**src/rtl/multi_cycle_sequencer.sv**
```systemverilog
`default_nettype none
// ============================================================================
// Module   : multi_cycle_sequencer
// Purpose  : Multi-cycle CPU control sequencer. It takes the decoder's
//            level-type control word, op/func and the ALU flags, walks each
//            instruction through IF/ID/EXE/MEM/WB, and issues cycle-qualified
//            strobes to the PC, IR, register file and data memory.
// Options  : SEQ_PERF_CNT_EN adds cycle and retired-instruction counters.
// Revision : 1.0 - initial release
// ============================================================================
module multi_cycle_sequencer #(
    parameter int CNT_W = 32
) (
    input  logic             clk,
    input  logic             rst_n,
    input  logic [5:0]       op,
    input  logic [5:0]       func,
    input  logic             reg_write_d,
    input  logic             mem_write_d,
    input  logic             mem_read_d,
    input  logic             pc_write_d,
    input  logic [1:0]       pc_src_d,
    input  logic [1:0]       zero_op_d,
    input  logic             zero,
    input  logic             sign,
    input  logic             mem_ready,
    output logic [2:0]       state,
    output logic             ir_we,
    output logic             pc_we,
    output logic [1:0]       pc_src,
    output logic             reg_we,
    output logic             mem_we,
    output logic             mem_re,
    output logic             halted,
    output logic             instr_done,
    output logic [CNT_W-1:0] cycle_cnt,
    output logic [CNT_W-1:0] instr_cnt
);

    typedef enum logic [2:0] {
        S_IF   = 3'b000,
        S_ID   = 3'b001,
        S_EXE  = 3'b010,
        S_MEM  = 3'b011,
        S_WB   = 3'b100,
        S_HALT = 3'b101
    } state_t;

    state_t     cur_state;
    state_t     nxt_state;

    logic       is_jmp;
    logic       is_br;
    logic       is_lw;
    logic       is_sw;
    logic       is_hlt;
    logic       br_taken;

    logic       ir_we_raw;
    logic       pc_we_raw;
    logic [1:0] pc_src_raw;
    logic       reg_we_raw;
    logic       mem_we_raw;
    logic       mem_re_raw;
    logic       halted_raw;
    logic       done_raw;

    // Instruction class decode; anything not listed is treated as ALU.
    assign is_jmp = (op == 6'b000010) || (op == 6'b000011) ||
                    ((op == 6'b000000) && (func == 6'b001000));
    assign is_br  = (op == 6'b000100) || (op == 6'b000101) || (op == 6'b000110);
    assign is_lw  = (op == 6'b100011);
    assign is_sw  = (op == 6'b101011);
    assign is_hlt = (op == 6'b111111);

    // Branch condition select: zero, not-zero, sign, never.
    always_comb begin
        br_taken = 1'b0;
        case (zero_op_d)
            2'b00:   br_taken = zero;
            2'b01:   br_taken = ~zero;
            2'b10:   br_taken = sign;
            default: br_taken = 1'b0;
        endcase
    end

    // State register; reset returns to instruction fetch.
    always_ff @(posedge clk or negedge rst_n) begin
        if (!rst_n) begin
            cur_state <= S_IF;
        end else begin
            cur_state <= nxt_state;
        end
    end

    // Next-state and raw strobe generation.
    always_comb begin
        nxt_state  = cur_state;
        ir_we_raw  = 1'b0;
        pc_we_raw  = 1'b0;
        pc_src_raw = 2'b00;
        reg_we_raw = 1'b0;
        mem_we_raw = 1'b0;
        mem_re_raw = 1'b0;
        halted_raw = 1'b0;
        done_raw   = 1'b0;
        case (cur_state)
            S_IF: begin
                ir_we_raw = 1'b1;
                nxt_state = S_ID;
            end
            S_ID: begin
                if (is_jmp) begin
                    pc_we_raw  = 1'b1;
                    pc_src_raw = pc_src_d;
                    reg_we_raw = reg_write_d;   // jal link write
                    done_raw   = 1'b1;
                    nxt_state  = S_IF;
                end else if (is_hlt) begin
                    done_raw   = 1'b1;
                    nxt_state  = S_HALT;
                end else begin
                    nxt_state  = S_EXE;
                end
            end
            S_EXE: begin
                if (is_br) begin
                    pc_we_raw  = 1'b1;
                    pc_src_raw = br_taken ? pc_src_d : 2'b00;
                    done_raw   = 1'b1;
                    nxt_state  = S_IF;
                end else if (is_lw || is_sw) begin
                    nxt_state  = S_MEM;
                end else begin
                    nxt_state  = S_WB;
                end
            end
            S_MEM: begin
                // Request is held until the memory acknowledges.
                mem_re_raw = mem_read_d;
                mem_we_raw = mem_write_d;
                if (mem_ready) begin
                    if (is_sw) begin
                        pc_we_raw = 1'b1;
                        done_raw  = 1'b1;
                        nxt_state = S_IF;
                    end else begin
                        nxt_state = S_WB;
                    end
                end
            end
            S_WB: begin
                reg_we_raw = reg_write_d;
                pc_we_raw  = 1'b1;
                done_raw   = 1'b1;
                nxt_state  = S_IF;
            end
            S_HALT: begin
                halted_raw = 1'b1;
                nxt_state  = S_HALT;
            end
            default: begin
                nxt_state  = S_IF;          // recover from illegal codes
            end
        endcase
    end

    // Final qualification: gate by reset and PCWrite, keep pc_src quiet when idle.
    always_comb begin
        pc_we      = rst_n & pc_we_raw & pc_write_d;
        pc_src     = pc_we ? pc_src_raw : 2'b00;
        ir_we      = rst_n & ir_we_raw;
        reg_we     = rst_n & reg_we_raw;
        mem_we     = rst_n & mem_we_raw;
        mem_re     = rst_n & mem_re_raw;
        halted     = rst_n & halted_raw;
        instr_done = rst_n & done_raw;
    end

    assign state = cur_state;

`ifdef SEQ_PERF_CNT_EN
    logic [CNT_W-1:0] cycle_q;
    logic [CNT_W-1:0] instr_q;

    // Free-running cycle counter and retired-instruction counter, both wrapping.
    always_ff @(posedge clk or negedge rst_n) begin
        if (!rst_n) begin
            cycle_q <= '0;
            instr_q <= '0;
        end else begin
            cycle_q <= cycle_q + 1'b1;
            if (done_raw) begin
                instr_q <= instr_q + 1'b1;
            end
        end
    end

    assign cycle_cnt = cycle_q;
    assign instr_cnt = instr_q;
`else
    assign cycle_cnt = '0;
    assign instr_cnt = '0;
`endif

endmodule
`default_nettype wire

```
**config.mk**
```make
export PLATFORM = sky130hd
export DESIGN_NAME = multi_cycle_sequencer
export DESIGN_NICKNAME = d
export VERILOG_FILES = /design/src/rtl/multi_cycle_sequencer.sv
export SDC_FILE = /design/constraint.sdc
export NUM_CORES = 1
export LEC_CHECK = 0
export CORE_MARGIN = 1.5
export CORE_UTILIZATION = 26
export CTS_CLUSTER_SIZE = 20
export DETAILED_ROUTE_END_ITERATION = 10
export GPL_TIMING_DRIVEN = 1
export HOLD_SLACK_MARGIN = 0.05
export PLACE_DENSITY = 0.75
export SYNTH_ARGS = -nofsm -noshare
export SYNTH_HDL_FRONTEND = slang
export SYNTH_SLANG_ARGS = --single-unit
```
**constraint.sdc**
```tcl
create_clock -name clk -period 2.15 [get_ports clk]
set_clock_uncertainty 0.2 [all_clocks]
set_input_delay 0.5375 -clock clk [delete_from_list [all_inputs] [get_ports clk]]
set_output_delay 0.5375 -clock clk [all_outputs]
set_load 0.005 [all_outputs]
```
Word-level counts from Yosys, hierarchy flattened
Index checks and enable logic that the tools add are counted.
{"block": "classes", "mul": 0, "n_addsub": 0, "reduce_logical": 9, "order_cmp": 0, "n_shift": 0, "n_mux": 27, "div_mod_pow": 0, "bitwise": 9, "eq_ne": 17}
{"op": "equality test 6 x 3 -> 1 bit (second input constant)", "n": 3}
{"op": "equality test 6 bit (second input constant)", "n": 3}
{"op": "two-way mux 3 bit", "n": 6}
{"op": "case mux 3 bit (5 select lines)", "n": 1}
{"op": "equality test 6 x 2 -> 1 bit (second input constant)", "n": 2}
{"op": "two-way mux 1 bit", "n": 11}
{"op": "AND 1 bit", "n": 8}
{"op": "two-way mux 2 bit", "n": 4}
{"op": "case mux 1 bit (4 select lines)", "n": 2}
{"op": "equality test 3 x 2 -> 1 bit (second input constant)", "n": 2}
{"op": "equality test 3 bit (second input constant)", "n": 2}
{"op": "equality test 6 x 4 -> 1 bit (second input constant)", "n": 1}
{"op": "logical NOT 6 bit", "n": 1}
{"op": "logical OR 1 bit", "n": 5}
{"op": "case mux 2 bit (2 select lines)", "n": 1}
{"op": "equality test 3 x 1 -> 1 bit (second input constant)", "n": 1}
{"op": "logical NOT 3 bit", "n": 1}
{"op": "case mux 1 bit (3 select lines)", "n": 1}
{"op": "equality test 2 x 1 -> 1 bit (second input constant)", "n": 1}
{"op": "equality test 2 bit (second input constant)", "n": 1}
{"op": "logical NOT 2 bit", "n": 1}
{"op": "!= test 2 bit (second input constant)", "n": 1}
{"op": "case mux 1 bit (2 select lines)", "n": 1}
{"op": "logical AND 1 bit", "n": 1}
{"op": "NOT 1 bit", "n": 1}
{"block": "totals", "latchBits": 0, "memories": 0, "rom_bits": 0, "ramBits": 0, "reg_bits": 3, "wordCells": 63}

Depth between registers and ports, before layout
Gate-level depths: netlist of the first run.
{"block": "logic_depth", "depth_word": 8, "mapped_depth": 5, "depth_no_buf": 4}

Least setup slack after synthesis of the first run
Ideal clock, no wire load.
{"block": "synth_timing", "kind": "input port to output port", "startpoint": "in func[2]", "endpoint": "out instr_done", "arrival_time_ns": 1.677, "path_buffers": 0, "required_time_ns": 1.412, "setup_slack_ns": -0.264, "path_stages": 4, "path_cell_list": "or4b_4 -> nor4_4 -> o21ai_1 -> a311oi_2"}
{"block": "synth_between", "elab_chain_cells": 6}
{"element": "start, declared", "line": "17", "rtl": "input logic [5:0] func,"}
{"element": "equality test 6 x 4 -> 1 bit", "line": "70", "rtl": "((op == 6'b000000) && (func == 6'b001000));"}
{"element": "logical AND 1 bit", "line": "70"}
{"element": "logical OR 1 bit", "line": "69", "rtl": "assign is_jmp = (op == 6'b000010) || (op == 6'b000011) ||"}
{"element": "two-way mux 1 bit", "line": "113", "rtl": "if (is_jmp) begin"}
{"element": "case mux 1 bit (4 select lines)", "line": "107", "rtl": "case (cur_state)"}
{"element": "AND 1 bit", "line": "177", "rtl": "instr_done = rst_n & done_raw;"}
{"element": "end, declared", "line": "35", "rtl": "output logic instr_done,"}
No other way between the ends.

Worst setup path after layout of the first run
{"block": "layout_timing", "startpoint": "in func[4]", "endpoint": "out pc_src[0]"}
{"block": "layout_between", "elab_chain_cells": 8, "elab_cells_between_ends": 10, "classes_between": "eq/ne (1); mux (5); bitwise (2); reduce/logical (2)"}
{"element": "equality test 6 x 4 -> 1 bit (*)", "line": "70"}
{"element": "logical AND 1 bit (*)", "line": "70"}
{"element": "logical OR 1 bit (*)", "line": "69"}
{"element": "two-way mux 1 bit", "line": "113"}
{"element": "case mux 1 bit (4 select lines)", "line": "107"}
{"element": "AND 1 bit (2 in a row)", "line": "170", "rtl": "pc_we = rst_n & pc_we_raw & pc_write_d;"}
{"element": "two-way mux 2 bit (*)", "line": "171", "rtl": "pc_src = pc_we ? pc_src_raw : 2'b00;"}
{"element": "end, declared", "line": "30", "rtl": "output logic [1:0] pc_src,"}
Mark *: on every way between the ends. The rest lies on a longest branch, timed or not.

==> results_dict.tcl, run 1 <==
set metrics [dict create \
    final.setup.worst_slack_ns -0.6101 \
    fin_util_pct 41.19 \
    max_freq_mhz 362.3 \
    clockBufferDepth 2 \
    drv_slew 0 \
    tritoncts "done" \
    clock_latency_ns 0.22 \
    synth_area_leaders "buf_4, dfrtp_1, nor4_4" \
    root_buffer "clkbuf_8" \
    antenna_found_initial 0 \
    portBuffers 36 \
    synth-seq-cells 3 \
    diodes 0 \
    critPathMaxFanout 4 \
    crit_required_ns 1.41 \
    cts_sinks 3 \
    grt_pass1_wl_mm 3.339 \
    hold_viol_final 0 \
    post_synth_inst_count 130 \
    grt_overflow 0 \
    reg2reg_to "state[1]" \
    ir_drop_mv 0.2007 \
    grt_use_met1_pct 12.17 \
    r2r_slack_ns 0.68 \
    ant_nets 0 \
    area_delta_synth_final_pct 46.95 \
    layout.nets 218 \
    use_met3_pct 0.8803 \
    dr.pass1.iters 4 \
    violations "negative setup slack" \
    clkTransAtPathRegs_ns 0.03 \
    setup-violations-final 5 \
    hold_path.class "input port to asynchronous set/reset pin" \
    grt_pass1_vias 758 \
    drc_errors 0 \
    io-pin-count 101 \
    worstRegToRegCells 3 \
    place_hpwl_mm 1.818 \
    postPlaceCellArea_sq_mm 0.001274 \
    regToRegStartpoint "state[1]" \
    final.period_utilization_pct 128.4 \
    vias 913 \
    async_reset_ff_share_pct 100.0 \
    grt_util_met2_pct 18.10 \
    finish.instance_area_sq_mm 0.001418 \
    wl_per_cell_microns 9.164 \
    power_density_mw_per_mm2 593.6 \
    synth-edff-count 0 \
    synth_cell_types 37 \
    start_kind "input port" \
    outcome "complete, but fails checks" \
    coreArea_sq_mm 0.003442 \
    gr-max-usage-layer "met2" \
    vias_per_cell 3.836 \
    synth_top_area_share_pct 50.58 \
    syn_area_sq_um 964.7 \
    initial_core_util_pct 28.03 \
    grt_max_degree 13 \
    layout-drive-gt1-share_pct 32.81 \
    min_period_ns 2.760 \
    fp.dieH_microns 63.91 \
    cts_buffers 3 \
    end_kind "output port" \
    htree_levels 1 \
    cap_violations 0 \
    dieArea_sq_mm 0.004084 \
    die_w_microns 63.91 \
    drt_iter0_drc 16 \
    yosysSeqAreaShare_pct 7.782 \
    yosysWarnings 0 \
    rsz0062_at_grt "yes" \
    leakage_nw 0.7105 \
    routed_wl_mm 2.181 \
    synthFlopType "dfrtp_1" \
    fp-row-count 21 \
    synth_top_area_cell "buf_4" \
    path_class "input port to output port" \
    total_power_mw 0.8415 \
    place.gp.congestion 0.8286 \
    syn_avg_cell_area_sq_um 7.421 \
    grt_usage_pct 10.39 \
    largest_reg_flops 3 \
    worstPathArrival_ns 2.02 \
]
## Yosys cell counts, types with 2 or more instances
| cell | number |
|---|---|
| buf_4 | 65 |
| a211oi_1 | 2 |
| a21oi_1 | 2 |
| clkbuf_1 | 2 |
| inv_1 | 5 |
| or3_1 | 2 |
| and3_1 | 3 |
| nor3_1 | 2 |
| nand3_1 | 3 |
| nand2_1 | 5 |
| o21ai_1 | 3 |
| and4_1 | 2 |
| dfrtp_1 | 3 |
| nor2_1 | 4 |
| nand4_1 | 2 |
| o21ai_0 | 2 |
| nand2b_1 | 2 |
| xnor2_1 | 2 |
## layout make-up
class / count / area, sq um
fillers: 370 / 2024
multi-input cells: 118 / 709.4
repair buffers: 62 / 511.7
flip-flops and latches: 3 / 75.07
well taps: 46 / 57.56
clock buffers: 4 / 45.04
inverters: 5 / 18.77
## layer usage
layer / up-vias / wire [microns]
met2: 68 / 1041
met3: 5 / 227
met4: 0 / 53
li1: 440 / -
met5: - / 0
met1: 400 / 859
## repair_timing
| action | in CTS | in global routing |
|---|---|---|
| setup endpoints to repair | 9 | 6 |
| hold buffers | 0 | 0 |
| pin swaps | 15 | 9 |
| buffers inserted | 5 | 1 |
| resized for setup | 76 | 8 |
## stage by stage
stage          hold WS (ns)  worst slack, ns  cells  setup TNS (ns)
5_1_grt              0.1697          -0.6792    238          -3.155
6_report             0.1595          -0.6101    238          -2.795
3_5_place_dp         0.4152           -1.262    228          -8.266
2_1_floorplan       0.04191          -0.2278    193         -0.9798
3_3_place_gp         0.4008           -1.248    228          -8.182
4_1_cts              0.1648          -0.5986    237          -2.552
## cells by family after synthesis
| group | after synthesis | share of synthesized area [%] |
|---|---|---|
| buffers and inverters | 72 | 53.31 |
| and+or+nand+nor | 35 | 24.13 |
| AOI/OAI and AO/OA | 17 | 12.58 |
| DFF | 3 | 7.782 |
| xor gates and xnor gates | 2 | 1.816 |
| other | 1 | 0.3887 |
## worst max path at each step
| stage | from | end | slack, ns | cells after the start |
|---|---|---|---|---|
| final | func[4] | pc_src[0] | -0.61 | 7 |
| after global routing | func[4] | pc_src[1] | -0.68 | 7 |
| after CTS | func[5] | pc_src[0] | -0.60 | 7 |
| after detailed placement | op[4] | pc_src[0] | -1.26 | 6 |
| after global placement | func[2] | pc_src[1] | -1.25 | 6 |
| after floorplan | func[2] | instr_done | -0.23 | 4 |
## cells in the final DEF (no fill, tap or decap), types with 3 or more instances in the layout
cell type        count
dfrtp_1              3
clkdlybuf4s15_2      3
nand2_1              5
clkbuf_8             3
inv_1                5
clkdlybuf4s50_1     14
buf_2                9
and3_1               3
conb_1              64
dlygate4sd2_1        5
buf_6                5
nor2_1               3
buf_4               23
## critical path, cell delays in order
cell	delay, ns
buf_6	0.09
or4b_4	0.56
o21ai_2	0.15
nand4b_1	0.19
buf_4	0.20
a211oi_2	0.16
buf_2	0.14
## where the power goes
group	leakage (nW)	internal, mW	switching [mW]
registers	0.0379	0.0819	0.0219
logic	0.650	0.309	0.266
clock network	0.0228	0.126	0.0361
total	0.711	0.517	0.324
(Power assumes the default switching activity.)
==> inputs of run 2 (changes only) <==
--- a/config.mk
+++ b/config.mk
@@ -5,6 +5,7 @@
 export SDC_FILE = /design/constraint.sdc
 export NUM_CORES = 1
 export LEC_CHECK = 0
+export CAP_MARGIN = 10
 export CORE_MARGIN = 1.5
 export CORE_UTILIZATION = 26
 export CTS_CLUSTER_SIZE = 20
==> results of run 2 <==
Final layout, timing and power as in run 1 (identical DEF).
